==> config.mk <==
export PLATFORM = sky130hd
export DESIGN_NAME = lsu_ctrl
export DESIGN_NICKNAME = d
export VERILOG_FILES = /design/src/rtl/lsu_ctrl.sv
export SDC_FILE = /design/constraint.sdc
export NUM_CORES = 1
export LEC_CHECK = 0
export BUFFER_PORTS_ARGS = -buffer_cell sky130_fd_sc_hd__buf_2
export CORE_UTILIZATION = 51
export DETAILED_ROUTE_END_ITERATION = 7
export PLACE_DENSITY_LB_ADDON = 0.12
export SYNTH_ARGS = -nofsm -noshare
export SYNTH_HDL_FRONTEND = slang
export SYNTH_SLANG_ARGS = --single-unit
==> constraint.sdc <==
create_clock -name clk -period 3.1 [get_ports clk]
set_input_delay 0.31 -clock clk [delete_from_list [all_inputs] [get_ports clk]]
set_output_delay 0.31 -clock clk [all_outputs]
set_load 0.005 [all_outputs]
==> src/rtl/lsu_ctrl.sv <==
// lsu_ctrl: MEM-stage load/store sequencer onto a req/ack 32-bit data bus.
// Optional `MISALIGN_SPLIT_EN: misaligned accesses become two aligned beats.
module lsu_ctrl #(
    parameter int TIMEOUT_CYCLES = 16
) (
    input  logic        clk,
    input  logic        reset_n,
    input  logic        MemReq,
    input  logic        MemWrite,
    input  logic [2:0]  WidthSrc,
    input  logic [31:0] ALUResult,
    input  logic [31:0] WriteData,
    output logic        BusReq,
    output logic        BusWe,
    output logic [31:0] BusAddr,
    output logic [3:0]  BusBe,
    output logic [31:0] BusWData,
    input  logic [31:0] BusRData,
    input  logic        BusAck,
    output logic        MemStall,
    output logic        MemDone,
    output logic        MemFault,
    output logic [31:0] ReadData
);

    localparam int CW = (TIMEOUT_CYCLES > 1) ? $clog2(TIMEOUT_CYCLES + 1) : 1;

    typedef enum logic [1:0] {IDLE, BEAT1, BEAT2, DONE} state_e;

    state_e        state_q, state_d;
    logic [CW-1:0] cnt_q, cnt_d;
    logic [31:0]   lo_q, lo_d;
    logic          req_q, req_d;
    logic          we_q, we_d;
    logic [31:0]   addr_q, addr_d;
    logic [3:0]    be_q, be_d;
    logic [31:0]   wdata_q, wdata_d;
    logic          done_q, done_d;
    logic          fault_q, fault_d;
    logic [31:0]   rdata_q, rdata_d;

    logic [1:0]  off;
    logic [31:0] word_addr;
    logic        legal, misal, split, bad, timeout;
    logic [3:0]  wmask;
    logic [31:0] rep_wdata;
    logic [7:0]  mask64;
    logic [63:0] data64;

    assign off       = ALUResult[1:0];
    assign word_addr = {ALUResult[31:2], 2'b00};

    always_comb begin
        legal     = 1'b1;
        misal     = 1'b0;
        wmask     = 4'b0000;
        rep_wdata = WriteData;
        case (WidthSrc)
            3'b000: begin
                wmask = 4'b1111;
                misal = (off != 2'b00);
            end
            3'b010, 3'b110: begin
                wmask     = 4'b0011;
                rep_wdata = {2{WriteData[15:0]}};
                misal     = off[0];
            end
            3'b001, 3'b101: begin
                wmask     = 4'b0001;
                rep_wdata = {4{WriteData[7:0]}};
            end
            default: legal = 1'b0;
        endcase
    end

    // Two-word view of a store; beat1 takes the low half, beat2 the high.
    assign mask64 = {4'b0000, wmask} << off;
    assign data64 = {32'b0, WriteData} << {off, 3'b000};

`ifdef MISALIGN_SPLIT_EN
    assign split = misal;
    assign bad   = ~legal;
`else
    assign split = 1'b0;
    assign bad   = ~legal | misal;
`endif

    assign timeout = (TIMEOUT_CYCLES != 0) &&
                     (32'(cnt_q) + 32'd1 == 32'(TIMEOUT_CYCLES));

    function automatic logic [31:0] load_ext(
        input logic [63:0] raw,
        input logic [1:0]  o,
        input logic [2:0]  w
    );
        logic [31:0] s;
        s = 32'(raw >> {o, 3'b000});
        case (w)
            3'b010:  load_ext = {{16{s[15]}}, s[15:0]};
            3'b110:  load_ext = {16'b0, s[15:0]};
            3'b001:  load_ext = {{24{s[7]}}, s[7:0]};
            3'b101:  load_ext = {24'b0, s[7:0]};
            default: load_ext = s;
        endcase
    endfunction

    always_comb begin
        state_d = state_q;
        cnt_d   = cnt_q;
        lo_d    = lo_q;
        req_d   = req_q;
        we_d    = we_q;
        addr_d  = addr_q;
        be_d    = be_q;
        wdata_d = wdata_q;
        done_d  = 1'b0;
        fault_d = 1'b0;
        rdata_d = rdata_q;
        unique case (state_q)
            IDLE: begin
                if (MemReq) begin
                    if (bad) begin
                        state_d = DONE;
                        done_d  = 1'b1;
                        fault_d = 1'b1;
                        rdata_d = 32'b0;
                    end else begin
                        state_d = BEAT1;
                        cnt_d   = '0;
                        req_d   = 1'b1;
                        we_d    = MemWrite;
                        addr_d  = word_addr;
                        be_d    = MemWrite ? mask64[3:0] : 4'b1111;
                        wdata_d = split ? data64[31:0] : rep_wdata;
                    end
                end
            end
            BEAT1, BEAT2: begin
                if (BusAck) begin
                    if (state_q == BEAT1 && split) begin
                        state_d = BEAT2;
                        cnt_d   = '0;
                        lo_d    = BusRData;
                        addr_d  = word_addr + 32'd4;
                        be_d    = MemWrite ? mask64[7:4] : 4'b1111;
                        wdata_d = data64[63:32];
                    end else begin
                        state_d = DONE;
                        req_d   = 1'b0;
                        done_d  = 1'b1;
                        if (!MemWrite) begin
                            rdata_d = (state_q == BEAT2)
                                    ? load_ext({BusRData, lo_q}, off, WidthSrc)
                                    : load_ext({32'b0, BusRData}, off, WidthSrc);
                        end
                    end
                end else if (timeout) begin
                    state_d = DONE;
                    req_d   = 1'b0;
                    done_d  = 1'b1;
                    fault_d = 1'b1;
                    rdata_d = 32'b0;
                end else begin
                    cnt_d = cnt_q + CW'(1);
                end
            end
            DONE: state_d = IDLE;
            default: state_d = IDLE;
        endcase
    end

    always_ff @(posedge clk or negedge reset_n) begin
        if (!reset_n) begin
            state_q <= IDLE;
            cnt_q   <= '0;
            lo_q    <= 32'b0;
            req_q   <= 1'b0;
            we_q    <= 1'b0;
            addr_q  <= 32'b0;
            be_q    <= 4'b0;
            wdata_q <= 32'b0;
            done_q  <= 1'b0;
            fault_q <= 1'b0;
            rdata_q <= 32'b0;
        end else begin
            state_q <= state_d;
            cnt_q   <= cnt_d;
            lo_q    <= lo_d;
            req_q   <= req_d;
            we_q    <= we_d;
            addr_q  <= addr_d;
            be_q    <= be_d;
            wdata_q <= wdata_d;
            done_q  <= done_d;
            fault_q <= fault_d;
            rdata_q <= rdata_d;
        end
    end

    assign BusReq   = req_q;
    assign BusWe    = we_q;
    assign BusAddr  = addr_q;
    assign BusBe    = be_q;
    assign BusWData = wdata_q;
    assign MemDone  = done_q;
    assign MemFault = fault_q;
    assign ReadData = rdata_q;
    // Held low in reset so every output reads 0 while reset_n is asserted.
    assign MemStall = MemReq & ~done_q & reset_n;

endmodule

Yosys cells after proc, flatten, opt, wreduce, memory -nomap -nowiden --
Index checks and enable logic that the tools add are counted.
Word-level totals: register bits after elaboration 109, input bits 104, output and inout bits 105, word-level logic and storage cells 85
Operators by class: add/subtract/negate cells 2, eq/ne operators 15, shift-type cells 3, mux-type cells 36, bitwise gates (word level) 6, reduce and logical (&&, ||, !) cells 13
Operators by type and width (count):
- 32-bit one-hot mux with 4 select lines | 2
- 32-bit two-way mux | 6
- 32-bit one-hot mux with 2 select lines | 2
- 64-bit by 5-bit right shift with 32-bit output | 1
- 32-bit by 5-bit right shift with 32-bit output | 1
- 5-bit two-way mux | 4
- 4-bit one-hot mux with 3 select lines | 1
- 1-bit two-way mux | 10
- 2-bit != test, second input constant | 5
- 5-bit one-hot mux with 2 select lines | 1
- 5-bit AND reduction | 2
- 2-bit two-way mux | 4
- 1-bit one-hot mux with 2 select lines | 4
- 5-bit by 1-bit adder with 6-bit output, second input constant | 1
- 3-bit == test, second input constant | 2
- 6-bit by 5-bit == test with 1-bit output, second input constant | 1
- 3-bit != test, second input constant | 2
- 2-bit one-hot mux with 3 select lines | 1
- 2-bit OR reduction | 3
- 5-bit by 1-bit adder with 5-bit output, second input constant | 1
- 5-bit OR reduction | 1
- 2-bit == test, second input constant | 2
- 4-bit two-way mux | 1
- 4-bit AND reduction | 1
- 12 further kinds | 16

Logic depth before layout (Yosys ltp) --
depth after elaboration 8, gate-level depth with buffers 10, mapped depth without buffers 7

Worst setup path before layout --
Ideal clock, no wire load.
kind register to register, start point register state_q[0], end point register rdata_q[10] (netlist: ReadData[10]), setup time 0.125 ns, arrival time 2.041 ns, data required time 2.975 ns, setup slack 0.934 ns, cell stages (with the launch flop) 10, path buffers 2, period minus slack after synthesis 2.166 ns, path through dfrtp_1 -> inv_1 -> ha_1 -> nor2b_4 -> a22o_1 -> a21oi_4 -> and2_1 -> buf_6 -> buf_8 -> mux2_4
On the way: cells in the longest elaborated chain, start to end 5, elaborated cells between the ends (all ways) 14, classes of those cells 6 x eq/ne; 4 x mux; 4 x reduce/logical
RTL lines:
- start, declared | RTL line 30 | state_e state_q, state_d;
- start signal, assigned | RTL line 186 | state_q <= state_d;
- 2-bit == test | RTL line 119, 152
- 32-bit two-way mux | RTL line 153 | ? load_ext({BusRData, lo_q}, off, WidthSrc)
- 32-bit two-way mux | RTL line 151 | if (!MemWrite) begin
- 32-bit two-way mux | RTL line 139 | if (BusAck) begin
- 32-bit one-hot mux with 2 select lines | RTL line 119 | unique case (state_q)
- end signal, assigned | RTL line 196 | rdata_q <= rdata_d;
- end, declared | RTL line 40 | logic [31:0] rdata_q, rdata_d;
Parallel ways exist; a longest one is shown, timed or not. The select of a mux whose other input is x is not followed. A chain may end at the register's enable or synchronous reset.

Final worst setup path --
start point register state_q[0], end point register rdata_q[4] (netlist: ReadData[4])
The elaborated chain is that of the path after synthesis.

==> results list <==
- Top_reg_cell synth: sky130_fd_sc_hd__dfrtp_1
- Final hold violation count: 0
- After synthesis, the largest family of logic cells by area is compound AO/OA/AOI/OAI gates.
* Largest fanout on the critical path: 16
- Bufs and invs on worst path: 2
* Count of yosys warnings during synthesis: 0
- Number of flops mapped to enable cells by yosys: 0
- The number of antenna violations at the first check in global routing is 0.
* Cell-by-cell trace of the critical path: inv_1 -> ha_1 -> nor2b_4 -> a22o_1 -> a21oi_4 -> and2_1 -> buf_4 -> mux2_2
* Family with the most delay on the worst path: adder cells
- Clock skew on the completed layout was measured at approximately 0.0057 ns.
- In this run the vertical extent of the chip is about 110 um.
- Fill cells in the final layout number 1,035.
- For the pin with the worst max-slew slack, the measured transition is between 0.8 and 0.9 ns.
- Number of ports placed on the die boundary: 209
- Entering global routing, the biggest net connects 75 pins.
- For this run, the post-layout net count is around 930.
- Max transition margin: between 40% and 50%
* Global Route met2 Usage: approximately 46%
- The worst setup path is captured at a flop.
* Mean instance size in the synthesized netlist: just over 9 sq um
- In this run the power density over the cells is approximately 840 mW/mm^2.
- Sequential cells were found to cover between 40 and 50% of the synthesized design area.
- CP max stage cell: sky130_fd_sc_hd__ha_1
* Portion of netlist area occupied by mux cells: roughly a tenth
- In the global route stage, met3 resource usage came out at 6.00%.
* Count of antenna diodes in the layout: 0
* GRT Residual Overflow: 0
- Post-Route Setup TNS: 0 ns
- DR vias: 5,566
- Multi-input gate area: about 0.0030 sq mm
- DRC violation count after routing: 0
- Number of search-and-repair iterations in the first detailed-routing pass: 5
- For this configuration, the core starts out at a cell density of about 52%.
* Synthesized-area fraction occupied by xor and xnor cells: 0%
- Classification of the worst-slack hold path: in2reg
- Data on the critical path arrives at its endpoint at around 2.8 ns.
* Number of buffers created by CTS: 9
- The die is about 110 um wide.
* CTS Buffer Depth: 2
- The finished layout holds around 970 standard cells, fillers aside.
- The synthesized design devotes to its leading area cell type ~46% of total area.
- For this run, the slowest stage of the critical path takes roughly 0.47 ns.
- The tool flagged a number of max-cap violations equal to 0.
- Latest clock arrival within the worst-skew pair: approximately 0.35 ns
- Synth Area in Simple Gates: between 10% and 20%
- Placed cell count: roughly 950
* Number of port buffers: between 200 and 250
* Leak Pwr: approximately 0.0038 uW
- In this run the remaining antenna-violating nets after routing total 0.
- STA classifies the critical path startpoint as a flop.
- TritonCTS built the clock tree.
- Of the cells placed in the final design, the portion with a size suffix greater than 1 is between 30% and 40%.
- Setup violations remaining at the end of the flow were counted as 0.
- The number of global-route vias before repair was 5,224.
- Post-synthesis instance total: roughly 640
* H-tree levels: 3
- The floorplan step defined a die boundary enclosing 0.0121 sq mm.
- Using the TritonRoute via totals, the vias-per-cell ratio works out to between 5 and 6.
- Shortest period the worst path allows: ~2.5 ns
- Total GRT Usage: 28.7%
- Syn Std Cell Area: around 0.0060 sq mm
* Final wirelength: ~17,000 um
- Buffer cell driving the clock tree root: sky130_fd_sc_hd__clkbuf_16
- Distinct cell type count after synthesis: 60
* Ratio of final minimum period to clock period: 81.8%
- Post-Synth Adder-Cell Area: roughly 1.7%
- The flow ran to the end, and the final reports show no timing, DRC or antenna violations.
- Final-report max-slew violation count: 0
* Placer's final routability congestion estimate: between 0.9 and 1
- Top cell type by total area after synthesis: sky130_fd_sc_hd__dfrtp_1
- Setup repair after global routing left no endpoint under its margin.
- Initial drt markers: between 300 and 400
- The area growth from synthesis to layout is 23.0%.
* Global-route met1 utilization: 36.7%
- In this run the standard cell core region covers between 0.01 and 0.015 sq mm.
- Ranked by total cell area, the synthesized netlist is headed by sky130_fd_sc_hd__dfrtp_1, sky130_fd_sc_hd__nand2_1, sky130_fd_sc_hd__nor2_1, sky130_fd_sc_hd__mux2i_1, sky130_fd_sc_hd__a221oi_1.
* Sequential standard cell area: between 0.002 and 0.003 sq mm
- In the synthesized netlist the async set-or-reset flop fraction comes to 100%.
* First-pass GRT wire length: approximately 26,000 um
- The clock net in this run drives a total of roughly 110 sinks.
- Static timing analysis puts the maximum clock frequency at about 400 MHz.
- Busiest grt layer: met2
* Standard-cell row count: 39
* Data required time at the worst endpoint: approximately 3.3 ns
- Routed wire per std cell: about 18 um
- After clock tree synthesis, the clock-pin slew on the worst setup and hold paths is about 0.07 ns.
- The setup path with the least slack is of type reg2reg.
* HPWL after DPL: ~13,000 um
- Compound-Gate Fraction of Synth Area: between 20% and 30%
- Across the VDD grid, the largest voltage drop is between 0.0005 and 0.0006 V.
- In this run, synthesis produced a sequential element count of between 100 and 150.
* Total Power Consumption: between 6000 and 7000 uW
layer usage:
metal	part of all wire [%]	routed length, um
met1	42	7190
met2	47	8140
met3	7.1	1230
met4	3.6	625
met5	0	0
through the flow:
stage	worst slack, ns	cell area, sq um	hold WS [ns]	util [%]
after floorplan	0.934	5960	0.0144	-
after global placement	0.653	7050	0.312	61.7
after detailed placement	0.582	7050	0.323	61.7
after CTS	0.553	7320	0.137	64.1
after global routing	0.376	7320	0.147	64.1
final	0.563	7320	0.148	64.1
final timing paths:
path	from	endpoint	slack (ns)	depth (start not counted)
min in group asynchronous	reset_n	BusWData[6]	0.47	2
max	state_q[0]	ReadData[4]	0.56	8
max in group asynchronous	reset_n	BusWData[2]	1.84	3
min reg2reg	BusAddr[17]	BusAddr[17]	0.47	2
min	ALUResult[29]	BusAddr[29]	0.15	3
max reg2reg	state_q[0]	ReadData[4]	0.56	8
area by class of cell:
type / count / share of cell area [%]
Sequential cell: 109 / 37.2
Timing Repair Buffer: 215 / 15.6
Multi-Input combinational cell: 476 / 40.6
Inverter: 9 / 0.461
Clock buffer: 12 / 3.37
Tap cell: 143 / 2.44
Clock inverter: 3 / 0.290
synth_stat cells, drive strengths merged (4+ instances only):
cell type  count
a31oi          6
a211oi         9
nor2          74
o2bb2ai        7
buf           18
ha             8
nor3b          4
mux2          22
clkbuf        27
inv            9
mux2i         27
nand3          6
nand2b         5
nor3           4
a221o          9
o21ai         27
a22o          17
o31ai         11
or2            4
a21oi         27
nand2        144
a32o           8
nor2b          5
and3           4
a221oi        24
dfrtp        109
worst reg2reg max path: cells and delay by family (launching register included):
family | cells | cell delay, ns
AOI/OAI and AO/OA | 2 | 0.42
adders and majority gates | 1 | 0.47
buffers and inverters | 2 | 0.35
DFF | 1 | 0.40
muxes | 1 | 0.39
and+or+nand+nor | 2 | 0.39
report_power, final:
part,switching (uW),internal [uW]
registers,358,2030
logic,1430,1260
clock network,509,565
cells by family after synthesis:
kind of cell,count (synthesis)
flip-flops,109
multiplexers,50
other,1
AND/OR/NAND/NOR,258
buffers and inverters,54
AO/OA/AOI/OAI,158
adder cells (fa/ha/maj),8
placed cells by master, fill, tap and decap left out, drive strengths merged, types with 7 or more instances in the layout:
| cell type | instances |
|---|---|
| clkbuf | 12 |
| a221oi | 24 |
| inv | 10 |
| o21ai | 27 |
| a211oi | 9 |
| mux2i | 27 |
| ha | 8 |
| mux2 | 22 |
| nor2 | 74 |
| buf | 214 |
| dfrtp | 109 |
| o2bb2ai | 7 |
| nand2 | 144 |
| a22o | 17 |
| o31ai | 11 |
| a32o | 8 |
| a21oi | 27 |
| a221o | 9 |
flip-flops by register name, indices dropped and copies added (netlist names):
name	flops
MemFault	1
BusAddr	30
MemDone	1
BusWData	32
state_q	2
BusWe	1
cnt_q	5
BusReq	1
ReadData	32
BusBe	4
repair_timing:
action	in CTS	in global routing
endpoints found under the setup margin	0	0
gates resized for setup	0	0
hold endpoints to repair	35	0
hold buffers	1	0
setup buffers	0	0
No activity file was read; power rests on OpenSTA's default activity.
